### config.mk
export PLATFORM = sky130hd
export DESIGN_NAME = neopixel_cmd_ctrl
export DESIGN_NICKNAME = d
export VERILOG_FILES = /design/src/rtl/neopixel_cmd_ctrl.sv
export SDC_FILE = /design/constraint.sdc
export NUM_CORES = 1
export LEC_CHECK = 0
export CAP_MARGIN = 20
export CELL_PAD_IN_SITES_DETAIL_PLACEMENT = 0
export CELL_PAD_IN_SITES_GLOBAL_PLACEMENT = 1
export CORE_MARGIN = 2
export CORE_UTILIZATION = 36
export CTS_BUF_LIST = sky130_fd_sc_hd__clkbuf_4 sky130_fd_sc_hd__clkbuf_8 sky130_fd_sc_hd__clkbuf_16
export DETAILED_ROUTE_END_ITERATION = 10
export HOLD_SLACK_MARGIN = 0.02
export PLACE_DENSITY_LB_ADDON = 0.1
export SYNTH_ARGS = -nofsm -noshare
export SYNTH_HDL_FRONTEND = slang
export SYNTH_SLANG_ARGS = --single-unit
### constraint.sdc
create_clock -name clock -period 2.35 [get_ports clock]
set_input_delay 0.47 -clock clock [delete_from_list [all_inputs] [get_ports clock]]
set_output_delay 0.47 -clock clock [all_outputs]
set_load 0.02 [all_outputs]
### src/rtl/neopixel_cmd_ctrl.sv
// neopixel_cmd_ctrl
// Command sequencer that sits between the input synchronizers and the
// NeoPixel pixel store and transmitter. It debounces KEY0, decodes SW[4:0]
// into select, write and send commands, and handshakes frame starts against
// the transmitter busy flag.
//
// Ports:
//   clock       system clock, rising edge
//   reset       asynchronous, active-high reset
//   syncedKEY0  synchronized KEY0, active-low (0 = pressed)
//   syncedSW    synchronized switches: [4:3] opcode, [2:0] argument
//   neo_busy    transmitter is shifting a frame
//   pix_wr      one-cycle write strobe to the pixel store
//   pix_idx     selected pixel index
//   pix_chan    selected channel (0 = G, 1 = R, 2 = B)
//   pix_data    write intensity, zero outside pix_wr
//   send_start  one-cycle transmission start pulse
//   cmd_busy    high whenever the sequencer is not idle
//   err         one-cycle pulse when a command is rejected
module neopixel_cmd_ctrl #(
  parameter int NUM_PIXELS      = 5,
  parameter int DEBOUNCE_CYCLES = 500000
) (
  input  logic       clock,
  input  logic       reset,
  input  logic       syncedKEY0,
  input  logic [4:0] syncedSW,
  input  logic       neo_busy,
  output logic       pix_wr,
  output logic [2:0] pix_idx,
  output logic [1:0] pix_chan,
  output logic [7:0] pix_data,
  output logic       send_start,
  output logic       cmd_busy,
  output logic       err
);

  localparam int CW = $clog2(DEBOUNCE_CYCLES);

  // The IDLE cycle that sees the first low sample counts as one stable
  // cycle, so PRESS leaves one count earlier than RELEASE does.
  localparam logic [CW-1:0] PRESS_LAST = CW'(DEBOUNCE_CYCLES - 2);
  localparam logic [CW-1:0] REL_LAST   = CW'(DEBOUNCE_CYCLES - 1);
  localparam logic [3:0]    NUM_PIX    = 4'(NUM_PIXELS);

  localparam logic [1:0] OP_SEL_PIX  = 2'b00;
  localparam logic [1:0] OP_SEL_CHAN = 2'b01;
  localparam logic [1:0] OP_WRITE    = 2'b10;
  localparam logic [1:0] OP_SEND     = 2'b11;

  typedef enum logic [2:0] {
    IDLE,
    PRESS,
    EXEC,
    SEND_WAIT_BUSY,
    SEND_WAIT_DONE,
    RELEASE
  } state_t;

  state_t        state, next_state;
  logic [CW-1:0] cnt, cnt_next, cnt_inc;
  logic [4:0]    cmd_reg, cmd_next;
  logic [2:0]    sel_idx, sel_idx_next;
  logic [1:0]    sel_chan, sel_chan_next;
  logic          wr_q, wr_next;
  logic [7:0]    data_q, data_next;
  logic          start_q, start_next;
  logic          err_q, err_next;

  logic [1:0] opcode;
  logic [2:0] arg;

  assign opcode = cmd_reg[4:3];
  assign arg    = cmd_reg[2:0];

  // Saturating increment so the counter can never wrap.
  assign cnt_inc = (cnt == REL_LAST) ? cnt : cnt + 1'b1;

  always_ff @(posedge clock or posedge reset) begin
    if (reset) begin
      state    <= IDLE;
      cnt      <= '0;
      cmd_reg  <= '0;
      sel_idx  <= '0;
      sel_chan <= '0;
      wr_q     <= 1'b0;
      data_q   <= '0;
      start_q  <= 1'b0;
      err_q    <= 1'b0;
    end else begin
      state    <= next_state;
      cnt      <= cnt_next;
      cmd_reg  <= cmd_next;
      sel_idx  <= sel_idx_next;
      sel_chan <= sel_chan_next;
      wr_q     <= wr_next;
      data_q   <= data_next;
      start_q  <= start_next;
      err_q    <= err_next;
    end
  end

  // Next-state and strobe decode. Strobes are computed during EXEC and
  // registered, so they appear on the cycle after EXEC together with any
  // selection update. The counter is cleared on every state change.
  always_comb begin
    next_state    = state;
    cnt_next      = cnt;
    cmd_next      = cmd_reg;
    sel_idx_next  = sel_idx;
    sel_chan_next = sel_chan;
    wr_next       = 1'b0;
    data_next     = '0;
    start_next    = 1'b0;
    err_next      = 1'b0;

    case (state)
      IDLE: begin
        cnt_next = '0;
        if (!syncedKEY0) next_state = PRESS;
      end

      PRESS: begin
        if (syncedKEY0) begin
          next_state = IDLE;
          cnt_next   = '0;
        end else if (cnt == PRESS_LAST) begin
          next_state = EXEC;
          cnt_next   = '0;
          cmd_next   = syncedSW;
        end else begin
          cnt_next = cnt_inc;
        end
      end

      EXEC: begin
        cnt_next   = '0;
        next_state = RELEASE;
        case (opcode)
          OP_SEL_PIX: begin
            if ({1'b0, arg} < NUM_PIX) sel_idx_next = arg;
            else                       err_next     = 1'b1;
          end
          OP_SEL_CHAN: begin
            if (arg[1:0] != 2'd3) sel_chan_next = arg[1:0];
            else                  err_next      = 1'b1;
          end
          OP_WRITE: begin
            wr_next   = 1'b1;
            data_next = {arg, arg, arg[2:1]};
          end
          OP_SEND: begin
            if (!neo_busy) begin
              start_next = 1'b1;
              next_state = SEND_WAIT_BUSY;
            end else begin
              err_next = 1'b1;
            end
          end
          default: next_state = RELEASE;
        endcase
      end

      SEND_WAIT_BUSY: begin
        cnt_next = '0;
        if (neo_busy) next_state = SEND_WAIT_DONE;
      end

      SEND_WAIT_DONE: begin
        cnt_next = '0;
        if (!neo_busy) next_state = RELEASE;
      end

      RELEASE: begin
        if (!syncedKEY0) begin
          cnt_next = '0;
        end else if (cnt == REL_LAST) begin
          next_state = IDLE;
          cnt_next   = '0;
        end else begin
          cnt_next = cnt_inc;
        end
      end

      default: begin
        next_state = IDLE;
        cnt_next   = '0;
      end
    endcase
  end

  assign pix_wr     = wr_q;
  assign pix_idx    = sel_idx;
  assign pix_chan   = sel_chan;
  assign pix_data   = data_q;
  assign send_start = start_q;
  assign err        = err_q;
  assign cmd_busy   = (state != IDLE);

endmodule
-- After elaboration in Yosys (flattened, before gate mapping)
Index checks and enable logic that the tools add are counted.
- $add $sub $neg: 1
- $lt $le $gt $ge: 1
- equality and inequality tests: 17
- muxes and demuxes: 28
- bitwise operators: 1
- reductions and logical operators: 7
- operators by type and width (operator ; count):
    two-way mux 19 bit ; 5
    equality test 19 bit, second input constant ; 2
    one-hot mux 19 bit (2 select lines) ; 1
    two-way mux 3 bit ; 9
    adder 19 x 1 -> 19 bit, second input constant ; 1
    one-hot mux 3 bit (6 select lines) ; 1
    two-way mux 8 bit ; 2
    inequality test 2 bit, second input constant ; 6
    two-way mux 1 bit ; 9
    AND reduction 3 bit ; 3
    equality test 3 x 2 -> 1 bit, second input constant ; 2
    equality test 3 bit, second input constant ; 2
    AND reduction 6 bit ; 1
    equality test 2 bit, second input constant ; 2
    equality test 3 x 1 -> 1 bit, second input constant ; 1
    logical NOT 3 bit ; 1
    < comparator 3 bit, second input constant ; 1
    inequality test 3 bit, second input constant ; 1
    one-hot mux 1 bit (3 select lines) ; 1
    nonzero test 3 bit ; 1
    equality test 2 x 1 -> 1 bit, second input constant ; 1
    logical NOT 2 bit ; 1
    NOT 1 bit ; 1
- bits in registers: 43
- bits of input ports: 9
- output and inout port bits: 17
- word-level logic and storage cells: 64

-- Depth between registers and ports, before layout
Gate-level depths: netlist (run 1).
- depth after elaboration: 5
- gate-level depth with buffers: 7
- depth with buffers taken out: 6

-- Worst setup path after synthesis (run 1)
No wires, ideal clock.
- kind: reg-to-reg
- start: register cnt[5]
- end: register cnt[0]
- library setup time: 83 ps
- arrival time: 1742 ps
- required time: 2267 ps
- slack: 526 ps
- stages on the path, launching flop included: 5
- path buffers: 0
- clock period less this slack: 1824 ps
- cell sequence: dfrtp_1 or4_1 or3_4 ha_1 o21ai_0
- cells in the longest elaborated chain, start to end: 5
- elaborated cells on any way between the ends: 8
- classes of those cells: eq/ne: 2; mux: 6
- ends and longest elaborated chain (what ; RTL line ; RTL):
    start: declaration ; 61 ; logic [CW-1:0] cnt, cnt_next, cnt_inc;
    start signal: assignment ; 92 ; cnt <= cnt_next;
    equality test 19 bit ; 77, 177 ;
    two-way mux 19 bit ; 77 ; assign cnt_inc = (cnt == REL_LAST) ? cnt : cnt + 1'b1;
    two-way mux 19 bit (on tied branches) ; 177, 127 ;
    two-way mux 19 bit (on tied branches) ; 175, 124 ;
    one-hot mux 19 bit (2 select lines) * ; 117 ; case (state)
    via cnt_next[0] ; 61 ;
Mark *: on every way through the listed nets, which the timed path passes. The rest lies on a longest branch.
A chain may end at the register's enable or synchronous reset.

-- Worst setup path after layout (run 1)
- start: register state[1]
- end: output cmd_busy
- cells in the longest elaborated chain, start to end: 1
- ends and longest elaborated chain (what ; RTL line ; RTL):
    start: declaration ; 60 ; state_t state, next_state;
    start signal: assignment ; 91 ; state <= next_state;
    nonzero test 3 bit ; 198 ; assign cmd_busy = (state != IDLE);
    end: declaration ; 34 ; output logic cmd_busy,
No other way between the ends.

==> results.py, run 1 <==
metrics = {
    "run_status": {
        "status": "finished clean",
    },
    "timing": {
        "rsz0062_at_grt": "no",
        "finalSetupViolCount": 0,
        "fin_crit_ps": 2190,
        "slew_headroom_pct": 63.4,
        "fmax_mhz": 456,
        "hold_viol": 0,
        "fin_crit_sh_pct": 93.2,
        "whs_ps": 498,
        "maxSlewViolCount": 0,
        "finalClockSkew_ps": 3.73,
        "setup_tns_ps": 0,
        "tightest_slew_ps": 547,
    },
    "layout": {
        "nNetsFinal": 237,
        "multi_input_area_mm2": 0.00109,
        "post-route-util_pct": 44.0,
        "final_layout_size_suffix_gt1_share_pct": 18.6,
        "regArea_um2": 951,
        "num_antenna_cells": 0,
        "largest_reg_flops": 19,
        "syn_to_final_growth_pct": 19.0,
        "design_area_mm2": 0.00259,
        "nFillCells": 565,
    },
    "global_routing": {
        "grt_util_met1_pct": 21.8,
        "grt_usage_pct": 15.9,
        "grtUsageMet2_pct": 25.7,
        "grt_pass1_vias": 1626,
        "busiest_layer": "met2",
        "overflow": 0,
        "grt_max_degree": 39,
        "grtUsageMet3_pct": 2.97,
        "grt_pass1_wl_mm": 8.12,
        "antenna_found_initial": 0,
    },
    "logic_synthesis": {
        "ys_types": 57,
        "synth_fa_ha_area_share_pct": 1.73,
        "synth_compound_area_share_pct": 17.4,
        "avgSynthCellArea_um2": 10.9,
        "ys_ff_latch": 38,
        "syn_inst": 200,
        "synth_top_family_by_area": "simple AND/OR/NAND/NOR gates",
        "synth_area_mm2": 0.00217,
        "synth_edf_count": 0,
        "synthesis.nets": 212,
        "ys.warnings.count": 0,
        "yosys-top-cells-area": "dfrtp_1 44%, mux2_2 4.1%, xor2_1 2.8%, a21oi_1 2.5%, nand3_1 2.1%",
        "synth-xor-area-share_pct": 2.82,
        "synthSimpleGateAreaFrac_pct": 23.3,
        "synth.largest_area_cell": "dfrtp_1",
        "synth_seq_area_share_pct": 43.7,
        "async_reset_ff_share_pct": 100,
        "yosys.area.top_type_share_pct": 43.7,
        "yosys-mux-area-fraction_pct": 5.06,
        "synth_ff_type": "dfrtp_1",
    },
    "critical_path": {
        "r2r-end": "cnt[0]",
        "reg2regPathDepth": 5,
        "setup.worst_path.start": "state[1]",
        "worstSetupPathType": "reg2out",
        "r2r_setup_slack_ps": 260,
        "arrival_ps": 1720,
        "required_ps": 1880,
        "cp-endpoint": "cmd_busy",
        "timing.rr.start": "cnt[5]",
        "worstPathMaxFanout": 11,
        "end_kind": "output port",
        "cp-start-kind": "flip-flop",
    },
    "floorplanning": {
        "die_area_mm2": 0.00668,
        "start_util_pct": 36.9,
        "rows": 28,
        "die_x_um": 81.7,
        "design.core.area_mm2": 0.00589,
        "io_pins": 26,
        "die_y_um": 81.7,
    },
    "clock_network": {
        "postCtsSetupBuffers": 0,
        "root_buffer": "clkbuf_8",
        "insertion_delay_ps": 290,
        "clockBufferDepth": 2,
        "cts.sinks": 38,
        "clk_pin_slew_ps": 80,
        "cts-resized-gates": 0,
        "cts_tree": "built",
        "cts_inserted_buffers": 5,
        "cts.htree.levels": 2,
        "hold_buffers": 0,
    },
    "drt": {
        "postRouteAntennaNets": 0,
        "drc_errors": 0,
        "vias_per_cell": 5.47,
        "drt-total-wl_mm": 4.70,
        "drt_iter0_markers": 73,
        "wl_per_cell_um": 15.6,
        "first_pass_iters": 4,
        "vias": 1645,
    },
    "placed_design": {
        "port_buffers": 25,
        "hpwl_mm": 3.28,
        "place_congestion": 0.787,
        "place_area_mm2": 0.00247,
    },
    "power": {
        "p_int_w": 0.00100,
        "power_frac_seq_pct": 51.4,
        "p_total_w": 0.00129,
        "p_clk_share_pct": 43.9,
        "ir_drop_v": 0.000329,
        "power.density_mw_per_mm2": 498,
        "pwr-share-comb_pct": 4.7,
        "power.switching_w": 0.000291,
        "swShare_pct": 22.5,
        "p_leak_nw": 1.10,
    },
    "worst_hold_path": {
        "hold_class": "reg2reg",
    },
    "job": {
        "maxCapViolations": 0,
    },
}
## metal layers
layer  vias up  share of wire (%)
met1       814                 48
met3         7                2.7
met5         -                  0
met4         0                1.2
li1        797                  -
met2        27                 48
## kinds of logic after synthesis
family,after synthesis
adders and majority gates,3
xor gates and xnor gates,7
AOI/OAI and AO/OA,49
muxes,10
and+or+nand+nor,72
DFF,38
buffers and inverters,21
## worst min path at each step
stage	from	endpoint	slack (ps)	cells past startpoint
finish	pix_idx[2]	pix_idx[2]	500	1
detailed placement	pix_idx[2]	pix_idx[2]	490	1
floorplan	state[0]	err	530	2
CTS	pix_idx[2]	pix_idx[2]	510	1
global placement	pix_idx[2]	pix_idx[2]	470	1
global route	pix_chan[0]	pix_chan[0]	530	1
## cells in the final DEF, fill, tap and decap left out, drive strengths merged, types with 7 or more instances in the layout
cell / n
a21oi: 11
clkdlybuf4s50: 25
nand4: 7
xor2: 7
or3: 7
dfrtp: 38
buf: 9
nand3: 9
mux2: 8
nand2: 10
o21ai: 8
## synthesized netlist by cell type, types with 2 or more instances
cell type	instances
nor2b_1	2
o21ai_0	7
and3b_1	2
inv_1	5
a21oi_1	11
nand4b_1	2
ha_1	3
o31ai_1	3
xor2_1	7
a221oi_2	2
and3_1	4
nor3_1	2
clkbuf_1	2
and2_1	4
a31oi_1	2
o22a_1	3
buf_2	4
a21o_1	2
o21bai_1	2
nand2_1	10
nor2_1	4
a22oi_1	6
nand2b_1	2
and4_1	3
or4_1	3
nand4_1	5
mux2_2	8
nand3_1	9
buf_6	3
mux2i_1	2
dfrtp_1	38
o211ai_1	3
or3_1	6
buf_4	6
## area by class of cell
type,instances,area share (%)
Inverter,5,0.725
Timing Repair Buffer,34,12.3
Clock buffer,5,2.66
Sequential cell,38,36.7
Multi-Input combinational cell,141,42.2
Clock inverter,3,1.74
Tap cell,75,3.62
## power by group through the flow
stage / clock network, W / logic, W / registers [W]
floorplan: 0 / 0.0000350 / 0.000674
global placement: 0 / 0.0000610 / 0.000675
detailed placement: 0 / 0.0000628 / 0.000676
CTS: 0.000573 / 0.0000629 / 0.000663
global route: 0.000608 / 0.0000707 / 0.000664
finish: 0.000566 / 0.0000612 / 0.000663
## per-stage QoR
| stage | setup WS (ps) | cells |
|---|---|---|
| 6_report | 159 | 301 |
| 5_1_grt | 74.9 | 301 |
| 4_1_cts | 150 | 301 |
| 3_5_place_dp | 72.8 | 293 |
| 3_3_place_gp | 113 | 293 |
| 2_1_floorplan | 526 | 200 |
## worst max-delay path, cell delays in order, from the launching register on
cell and delay, ps:
dfrtp_1 500, or3_1 390, clkdlybuf4s50_1 540
Note: power is estimated with default switching activity, not from simulation.
==> run 2: changes to the inputs <==
CAP_MARGIN = 25   (was 20)
==> results of run 2 <==
Final layout, timing and power as in run 1 (identical DEF).
